==> src/rtl/output_result_framer.sv <==
// Wraps a payload stream into frames: MAGIC, info word, payload, checksum trailer.
// One registered output stage feeds the DMA side; payload passes through with one cycle of latency.
module output_result_framer #(
    parameter int unsigned     DW          = 16,
    parameter int unsigned     PAYLOAD_LEN = 512,
    parameter logic [DW-1:0]   MAGIC       = DW'(16'hA55A)
) (
    input  logic          clk,
    input  logic          rst,
    input  logic          enable,
    input  logic [2:0]    batch_id,
    input  logic [DW-1:0] s_axis_tdata,
    input  logic          s_axis_tvalid,
    output logic          s_axis_tready,
    input  logic          s_axis_tlast,
    output logic [DW-1:0] m_axis_tdata,
    output logic          m_axis_tvalid,
    input  logic          m_axis_tready,
    output logic          m_axis_tlast,
    output logic          frame_done,
    output logic          len_error,
    output logic          busy
);

    localparam int unsigned    CW    = $clog2(PAYLOAD_LEN + 1);
    localparam logic [CW-1:0]  LEN_C = CW'(PAYLOAD_LEN);

    typedef enum logic [2:0] {IDLE, HDR1, PAY, TRL, FIN} state_t;

    state_t        state_q, state_d;
    logic [7:0]    seq_q, seq_d;
    logic [2:0]    batch_q, batch_d;
    logic [CW-1:0] count_q, count_d;
    logic [DW-1:0] csum_q, csum_d;
    logic [DW-1:0] m_data_q, m_data_d;
    logic          m_valid_q, m_valid_d;
    logic          m_last_q, m_last_d;
    logic          frame_done_q, frame_done_d;
    logic          len_error_q, len_error_d;
    logic          s_ready_c;
    logic          stage_free_c;
    logic [CW-1:0] count_inc_c;
    logic          at_len_c;

    always_ff @(posedge clk) begin
        if (rst) begin
            state_q      <= IDLE;
            seq_q        <= '0;
            batch_q      <= '0;
            count_q      <= '0;
            csum_q       <= '0;
            m_data_q     <= '0;
            m_valid_q    <= 1'b0;
            m_last_q     <= 1'b0;
            frame_done_q <= 1'b0;
            len_error_q  <= 1'b0;
        end else begin
            state_q      <= state_d;
            seq_q        <= seq_d;
            batch_q      <= batch_d;
            count_q      <= count_d;
            csum_q       <= csum_d;
            m_data_q     <= m_data_d;
            m_valid_q    <= m_valid_d;
            m_last_q     <= m_last_d;
            frame_done_q <= frame_done_d;
            len_error_q  <= len_error_d;
        end
    end

    // Next-state and output-stage loading; the stage holds unless explicitly reloaded.
    always_comb begin
        state_d      = state_q;
        seq_d        = seq_q;
        batch_d      = batch_q;
        count_d      = count_q;
        csum_d       = csum_q;
        m_data_d     = m_data_q;
        m_valid_d    = m_valid_q;
        m_last_d     = m_last_q;
        frame_done_d = 1'b0;
        len_error_d  = len_error_q;
        s_ready_c    = 1'b0;
        stage_free_c = !m_valid_q || m_axis_tready;
        count_inc_c  = count_q + CW'(1);
        at_len_c     = (count_inc_c == LEN_C);

        if (m_valid_q && m_axis_tready) begin
            m_valid_d = 1'b0;
        end

        case (state_q)
            IDLE: begin
                if (enable && s_axis_tvalid) begin
                    m_data_d  = MAGIC;
                    m_valid_d = 1'b1;
                    m_last_d  = 1'b0;
                    batch_d   = batch_id;
                    count_d   = '0;
                    csum_d    = '0;
                    state_d   = HDR1;
                end
            end
            HDR1: begin
                if (stage_free_c) begin
                    m_data_d  = DW'({seq_q, 5'b0, batch_q});
                    m_valid_d = 1'b1;
                    state_d   = PAY;
                end
            end
            PAY: begin
                s_ready_c = stage_free_c;
                if (stage_free_c && s_axis_tvalid) begin
                    m_data_d  = s_axis_tdata;
                    m_valid_d = 1'b1;
                    m_last_d  = 1'b0;
                    count_d   = count_inc_c;
                    csum_d    = csum_q + s_axis_tdata;
                    if (s_axis_tlast || at_len_c) begin
                        state_d = TRL;
                    end
                    // Early tlast or missing tlast at the nominal length both count as mismatch.
                    if (s_axis_tlast != at_len_c) begin
                        len_error_d = 1'b1;
                    end
                end
            end
            TRL: begin
                if (stage_free_c) begin
                    m_data_d  = csum_q;
                    m_valid_d = 1'b1;
                    m_last_d  = 1'b1;
                    state_d   = FIN;
                end
            end
            FIN: begin
                if (m_valid_q && m_axis_tready) begin
                    m_last_d     = 1'b0;
                    frame_done_d = 1'b1;
                    seq_d        = seq_q + 8'd1;
                    state_d      = IDLE;
                end
            end
            default: state_d = IDLE;
        endcase
    end

    assign s_axis_tready = s_ready_c;
    assign m_axis_tdata  = m_data_q;
    assign m_axis_tvalid = m_valid_q;
    assign m_axis_tlast  = m_last_q;
    assign frame_done    = frame_done_q;
    assign len_error     = len_error_q;
    assign busy          = (state_q != IDLE);

endmodule

==> config.mk <==
export PLATFORM = sky130hd
export DESIGN_NAME = output_result_framer
export DESIGN_NICKNAME = d
export VERILOG_FILES = /design/src/rtl/output_result_framer.sv
export SDC_FILE = /design/constraint.sdc
export NUM_CORES = 1
export LEC_CHECK = 0
export BUFFER_PORTS_ARGS = -buffer_cell sky130_fd_sc_hd__buf_4
export CORE_MARGIN = 5
export CORE_UTILIZATION = 50
export CTS_CLUSTER_DIAMETER = 40
export CTS_CLUSTER_SIZE = 25
export DETAILED_ROUTE_END_ITERATION = 10
export GPL_ROUTABILITY_DRIVEN = 0
export PLACE_DENSITY = 0.77
export REMOVE_ABC_BUFFERS = 1
export SYNTH_ARGS = -nofsm -noshare
export SYNTH_HDL_FRONTEND = slang
export SYNTH_SLANG_ARGS = --single-unit
==> constraint.sdc <==
create_clock -name clk -period 6.7 [get_ports clk]
set_clock_uncertainty 0.15 [all_clocks]
set_input_delay 1.005 -clock clk [delete_from_list [all_inputs] [get_ports clk]]
set_output_delay 1.005 -clock clk [all_outputs]
set_load 0.1 [all_outputs]
## Word level (Yosys, flattened, before mapping)

Index checks and enable logic that the tools add are counted.

- Word-level logic and storage cells: 76
- Register bits: 60
- Bits of input ports: 25
- Output and inout bits: 22

- Multiplexer cells: 30
- Equal/unequal tests: 12
- Bitwise gates (word level): 1
- Add/subtract/negate cells: 3
- Reduce and logical (&&, ||, !) cells: 20

Operators with widths:

| operator | number |
|---|---|
| two-way mux 16 bit | 6 |
| one-hot mux 16 bit (4 select lines) | 1 |
| one-hot mux 16 bit (2 select lines) | 1 |
| two-way mux 10 bit | 2 |
| one-hot mux 10 bit (2 select lines) | 1 |
| two-way mux 3 bit | 6 |
| adder 16 bit | 1 |
| one-hot mux 3 bit (5 select lines) | 1 |
| != test 2 bit, second input constant | 6 |
| adder 10 x 1 -> 10 bit, second input constant | 1 |
| == test 10 bit, second input constant | 1 |
| two-way mux 1 bit | 10 |
| AND reduction 5 bit | 2 |
| adder 8 x 1 -> 8 bit, second input constant | 1 |
| nonzero test 4 bit | 2 |
| == test 3 x 2 -> 1 bit, second input constant | 2 |
| AND reduction 3 bit | 2 |
| AND reduction 6 bit | 1 |
| one-hot mux 1 bit (4 select lines) | 1 |
| AND reduction 2 bit | 2 |
| OR reduction 2 bit | 2 |
| == test 3 x 1 -> 1 bit, second input constant | 1 |
| == test 3 bit, second input constant | 1 |
| logical AND 1 bit | 3 |
| 8 further kinds | 9 |

## Logic depth before layout (Yosys ltp)

Gate-level depths: netlist of run 1.

- Depth in word-level cells: 6
- Gate-level depth with buffers: 12

## Worst setup path before layout of run 1

No wires, ideal clock.

- Kind: in2out
- Start: in m_axis_tready
- End: out s_axis_tready
- Path buffers: 0
- Required time: 5.545 ns
- Arrival time: 2.344 ns
- Cell stages on the path: 2
- Path slack: 3.201 ns
- Cell sequence: nor2b_1 -> nor2_1

- Word-level cells in the longest chain between the ends: 2

RTL lines:

| element | line | source |
|---|---|---|
| start, declared | 18 | `input logic m_axis_tready,` |
| logical OR 1 bit | 84 | `stage_free_c = !m_valid_q \|\| m_axis_tready;` |
| two-way mux 1 bit | 92 | `case (state_q)` |
| end, declared | 14 | `output logic s_axis_tready,` |

Every way passes these cells.

## Final worst setup path of run 1

- Start: reg state_q[0]
- End: out s_axis_tready

- Word-level cells in the longest chain between the ends: 2

RTL lines:

| element | line | source |
|---|---|---|
| start, declared | 30 | `state_t state_q, state_d;` |
| start signal, assigned | 58 | `state_q <= state_d;` |
| == test 3 x 2 -> 1 bit | 92 |  |
| two-way mux 1 bit | 92 |  |

Every way passes these cells.

==> impl_metrics.py, run 1 <==
metrics = {
    "sta": {
        "maxSlewViolCount": 0,
        "finalSetupTns_ns": 0,
        "fin_crit_sh": 0.456,
        "final-setup-viol-count": 0,
        "fin_crit_ns": 3.06,
        "rsz0062_at_grt": "no",
        "slew_headroom": 0.433,
        "final-hold-violation-count": 0,
        "tightest_slew_ns": 0.851,
        "fmax_mhz": 327,
    },
    "critical_path": {
        "timing.critical_path.to_type": "output pin",
        "crit_type": "register to output pin",
        "path_max_fanout": 33,
        "r2r_start": "count_q[0]",
        "crit_path_end": "s_axis_tready",
        "critPathLaunch": "state_q[0]",
        "reg2reg_slack_ns": 3.79,
        "reg2reg_to": "state_q[0]",
        "required_ns": 5.54,
        "r2r_cells": 10,
        "cp.arrival_ns": 1.90,
        "crit_path_start_kind": "register",
    },
    "global_route": {
        "grt_pass1_vias": 3082,
        "gr-usage-all-layers": 0.207,
        "grt_pass1_wl_um": 14500,
        "antenna_found_initial": 0,
        "grt_max_degree": 58,
        "grt-ovfl-total": 0,
    },
    "floorplan": {
        "die_area_um2": 8820,
        "die_y_um": 93.9,
        "dieWidth_um": 93.9,
        "placementRows": 30,
        "pin_count": 47,
        "start_util": 0.515,
        "core_area_um2": 6830,
    },
    "cells_and_area": {
        "syn_to_final_growth_pct": 18.2,
        "post-route-util": 0.609,
        "drive_gt1_frac": 0.207,
        "diodes": 0,
        "nNetsFinal": 503,
    },
    "synth": {
        "synth_area_leaders": "dfxtp_1 34%, nor2_1 7.0%, a21oi_1 6.5%",
        "synth_top_family_by_area": "simple AND/OR/NAND/NOR gates",
        "ys.flop_type": "dfxtp_1",
        "ys_seq_elements": 60,
        "async_reset_ff_frac": 0,
        "yosys.area_share.simple": 0.243,
        "synth.top_cell.area_share": 0.341,
        "synth_common_cells": "66 x nor2_1, 60 x dfxtp_1, 46 x a21oi_1",
        "syn_area_per_cell_um2": 8.36,
        "synthAdderAreaFrac": 0.0697,
        "syn_inst": 421,
        "synth_compound_area_frac": 0.218,
        "yosysWarningCount": 0,
        "syn_area_um2": 3520,
        "seq_area_frac_synth": 0.341,
        "yosysTopAreaCell": "dfxtp_1",
        "synthMostInstantiatedCell": "nor2_1",
        "synth-xor-area-share": 0.0572,
        "synth-edff-count": 0,
        "synth_cell_type_count": 58,
        "synthMuxAreaShare": 0.0334,
    },
    "detailed_routing": {
        "routed_wl_um": 8520,
        "drcViolationCount": 0,
        "drtAntennaViolNets": 0,
        "drt_pass1_iterations": 4,
        "viasPerCell": 5.68,
        "drt_iter0_drc": 196,
        "vias": 3181,
        "post_drt_wl_per_cell_um": 15.2,
    },
    "cts": {
        "cts_resized": 0,
        "cts.clk_slew.worst_paths_ns": 0.07,
        "htree_num_levels": 3,
        "cts_tree": "built",
        "cts_root_buf": "clkbuf_8",
        "clkSinkCount": 60,
        "cts_buffers": 9,
        "cts_setup_buffers": 0,
        "cts.path.max_buffers": 2,
        "clock_latency_ns": 0.34,
        "postCtsHoldBufs": 0,
    },
    "hold_path": {
        "min_path_type": "register to register",
    },
    "power": {
        "cellPowerDensity_nw_per_um2": 283,
        "leakage_nw": 1.73,
        "ir_drop_mv": 0.185,
    },
    "outcome": {
        "status": "finished clean",
    },
    "placed_design": {
        "numPortBuffers": 46,
        "dp_hpwl_um": 6140,
    },
    "job": {
        "max-cap-violations": 0,
    },
}
cells in the final DEF (no fill, tap or decap), types with 3 or more instances in the layout:
| master | synthesis | layout |
|---|---|---|
| and3_1 | 5 | 5 |
| nor4_1 | 3 | 3 |
| nor2_1 | 66 | 66 |
| nand3_1 | 6 | 6 |
| a31oi_1 | 3 | 3 |
| nor2b_1 | 10 | 10 |
| a22oi_1 | 20 | 20 |
| mux2_2 | 6 | 6 |
| a21oi_1 | 46 | 46 |
| nor3_2 | 8 | 8 |
| xnor2_1 | 10 | 10 |
| dfxtp_1 | 60 | 60 |
| xor2_1 | 13 | 13 |
| o221ai_1 | 3 | 3 |
| and2_1 | 3 | 3 |
| bufinv_16 | 0 | 3 |
| nand2_1 | 20 | 20 |
| inv_1 | 7 | 7 |
| nor3_1 | 16 | 16 |
| nand4_1 | 4 | 4 |
| o21ai_0 | 11 | 11 |
| nand3b_1 | 5 | 5 |
| clkbuf_8 | 0 | 11 |
| a22o_1 | 4 | 4 |
| nand2b_1 | 7 | 7 |
| buf_4 | 2 | 49 |
| a21o_1 | 7 | 7 |
| ha_1 | 18 | 18 |
| mux2i_1 | 5 | 5 |
per-layer routing:
layer | GRT usage | up-vias | share of wire
met4 | 0.0686 | 0 | 0.014
met5 | 0 | - | 0
met1 | 0.258 | 1501 | 0.45
met3 | 0.0585 | 12 | 0.058
met2 | 0.344 | 77 | 0.48
li1 | - | 1591 | -
power by group:
group / total [mW] / switching, mW / internal [mW]
Combinational: 0.361 / 0.265 / 0.0955
Sequential: 0.397 / 0.0185 / 0.379
Clock: 0.418 / 0.149 / 0.269
cells by family after synthesis:
logic type,Yosys count
adders and majority gates,19
xor gates and xnor gates,23
muxes,11
and+or+nand+nor,165
buffers and inverters,29
AOI/OAI and AO/OA,114
DFF,60
critical path, cell delays in order (launching register included):
cell     delay (ns)
dfxtp_1        0.30
buf_4          0.24
nor2_1         0.25
nand2_1        0.26
nor2_1         0.18
buf_4          0.31
state kept, by name (all words and copies together), names as in the netlist:
signal / cells
csum_q: 16
seq_q: 8
state_q: 3
m_axis_tdata: 16
batch_q: 3
frame_done: 1
m_axis_tvalid: 1
count_q: 10
len_error: 1
m_axis_tlast: 1
metrics by stage:
step | cell area, um2 | std cells | total power, mW | hold WS (ns) | setup WS [ns]
after CTS | 4160 | 560 | 1.18 | 0.340 | 3.62
final | 4160 | 560 | 1.18 | 0.333 | 3.64
after global placement | 3900 | 544 | 0.761 | 0.308 | 3.49
after detailed placement | 3900 | 544 | 0.766 | 0.322 | 3.43
after global routing | 4160 | 560 | 1.23 | 0.363 | 3.53
after floorplan | 3410 | 399 | 0.672 | 0.299 | 3.10
how the worst min path moves through the flow:
stage / startpoint / endpoint / slack, ns / depth (start not counted)
2_1_floorplan: csum_q[15] / csum_q[15] / 0.30 / 2
3_3_place_gp: len_error / len_error / 0.31 / 2
3_5_place_dp: csum_q[15] / csum_q[15] / 0.32 / 2
4_1_cts: len_error / len_error / 0.34 / 2
5_1_grt: csum_q[15] / csum_q[15] / 0.36 / 2
6_report: len_error / len_error / 0.33 / 2
final cells by class:
| class | instances | area, um2 |
|---|---|---|
| well taps | 96 | 120 |
| clock inverters | 5 | 106 |
| fillers | 648 | 2670 |
| flip-flops and latches | 60 | 1200 |
| multi-input cells | 332 | 2190 |
| repair buffers | 49 | 368 |
| clock buffers | 11 | 151 |
| inverters | 7 | 26.3 |
Power figures use the tool's default switching activity.
==> run 2: changes to the inputs <==
==> constraint.sdc (replaced) <==
create_clock -name clk -period 3 [get_ports clk]
set_clock_uncertainty 0.15 [all_clocks]
set_input_delay 0.45 -clock clk [delete_from_list [all_inputs] [get_ports clk]]
set_output_delay 0.45 -clock clk [all_outputs]
set_load 0.1 [all_outputs]
==> run 2 against run 1 <==
  * Final cell count up 0.54%
  * Hold slack got worse by 0.14 ns
  * Critical path depth rose by 5
  * Clock power grew 110%
  * Sequential power rose by 120%
  * Largest cell class unchanged
  * Highest routed layer unchanged
==> impl_metrics.py, run 2 (synthesized netlist as in run 1, its figures left out) <==
metrics = {
    "placed_design": {
        "placed_area_um2": 3930,
        "numPortBuffers": 46,
        "placed_cells": 547,
        "dp_hpwl_um": 6340,
    },
    "critical_path": {
        "crit_type": "register to register",
        "cp.arrival_ns": 2.86,
        "required_ns": 3.12,
        "timing.critical_path.to_type": "register",
        "crit_path_start_kind": "register",
        "path_max_fanout": 4,
    },
    "floorplan": {
        "start_util": 0.515,
        "dieWidth_um": 93.9,
        "core_area_um2": 6830,
        "die_y_um": 93.9,
        "pin_count": 47,
        "placementRows": 30,
        "die_area_um2": 8820,
    },
    "outcome": {
        "status": "finished clean",
    },
    "sta": {
        "finalSetupTns_ns": 0,
        "slew_headroom": 0.411,
        "fin_crit_sh": 0.913,
        "tightest_slew_ns": 0.883,
        "final-hold-violation-count": 0,
        "fmax_mhz": 365,
        "rsz0062_at_grt": "no",
        "final-setup-viol-count": 0,
        "fin_crit_ns": 2.74,
        "hold_ws_ns": 0.192,
        "maxSlewViolCount": 0,
    },
    "cells_and_area": {
        "final_cells": 563,
        "drive_gt1_frac": 0.212,
        "fillerInstances": 624,
        "final_cell_mix": "66 x nor2_1, 60 x dfxtp_1, 52 x buf_4",
        "diodes": 0,
        "stdcell_area_um2": 4160,
        "nNetsFinal": 506,
        "layout_commonest_cell": "nor2_1",
        "syn_to_final_growth_pct": 18.3,
    },
    "global_route": {
        "antenna_found_initial": 0,
        "gr-usage-all-layers": 0.204,
        "grt-ovfl-total": 0,
        "grt_max_degree": 38,
        "grt_pass1_wl_um": 14200,
        "grt_pass1_vias": 3083,
    },
    "detailed_routing": {
        "routed_wl_um": 8760,
        "vias": 3199,
        "viasPerCell": 5.68,
        "drt_pass1_iterations": 4,
        "drcViolationCount": 0,
        "drt_iter0_drc": 135,
        "post_drt_wl_per_cell_um": 15.6,
        "drtAntennaViolNets": 0,
    },
    "hold_path": {
        "min_path_type": "input port to register",
    },
    "cts": {
        "cts_root_buf": "clkbuf_8",
        "postCtsHoldBufs": 0,
        "cts.clk_slew.worst_paths_ns": 0.08,
        "cts.path.max_buffers": 2,
        "cts_buffers": 9,
        "cts_setup_buffers": 0,
        "cts_tree": "built",
        "htree_num_levels": 3,
        "clkSinkCount": 60,
        "cts_resized": 0,
        "clock_latency_ns": 0.34,
    },
    "power": {
        "cellPowerDensity_nw_per_um2": 622,
        "ir_drop_mv": 0.485,
        "power_mw": 2.59,
        "leakage_nw": 1.73,
    },
    "job": {
        "max-cap-violations": 0,
    },
}
[run 2: cell types whose count changed in the layout (fill, tap and decap cells not counted), sizes merged]
cell	change
clkinv	+2
buf	+3
inv	-1
clkbuf	-2
clkinvlp	+1
[run 2: worst paths after layout]
check / to / slack [ns] / from / cells after the start
setup / recovery: state_q[0] / 0.26 / count_q[0] / 10
hold / removal: batch_q[1] / 0.19 / batch_id[1] / 3
setup reg to reg: state_q[0] / 0.26 / count_q[0] / 10
hold reg to reg: m_axis_tdata[7] / 0.34 / m_axis_tdata[7] / 2
[run 2: layout make-up]
cell class,instances,area [um2],share of cell area
inverters,7,26.3,0.00631
clock inverters,7,115,0.0276
flip-flops and latches,60,1200,0.288
repair buffers,52,390,0.0937
well taps,96,120,0.0288
multi-input cells,332,2190,0.525
clock buffers,9,124,0.0297
[run 2: metrics by stage]
| stage | utilization | setup slack, ns |
|---|---|---|
| after floorplan | - | -0.0467 |
| after global placement | 0.575 | 0.327 |
| after detailed placement | 0.575 | 0.283 |
| after CTS | 0.610 | 0.279 |
| after global routing | 0.610 | 0.0182 |
| final | 0.610 | 0.260 |
[run 2: power breakdown]
part	switching (mW)	total (mW)	internal (mW)	leakage, nW
combinational	0.593	0.813	0.220	1.13
clock	0.339	0.887	0.548	0.115
sequential	0.0453	0.891	0.846	0.487
[run 2: metal layers]
metal / track usage / vias up / part of all wire / routed length (um)
met1: 0.245 / 1507 / 0.42 / 3670
met5: 0 / - / 0 / 0
met3: 0.0601 / 14 / 0.064 / 558
li1: - / 1587 / - / -
met4: 0.0614 / 0 / 0.017 / 151
met2: 0.351 / 91 / 0.50 / 4370
[run 2: worst max-delay path, stage by stage, from the launching register on]
cell	delay [ns]
dfxtp_1	0.39
ha_1	0.22
and3_1	0.19
and3_1	0.21
nand3_1	0.11
xnor2_1	0.16
or4_1	0.52
ha_1	0.21
a221oi_1	0.27
a22oi_1	0.10
nor3_1	0.13
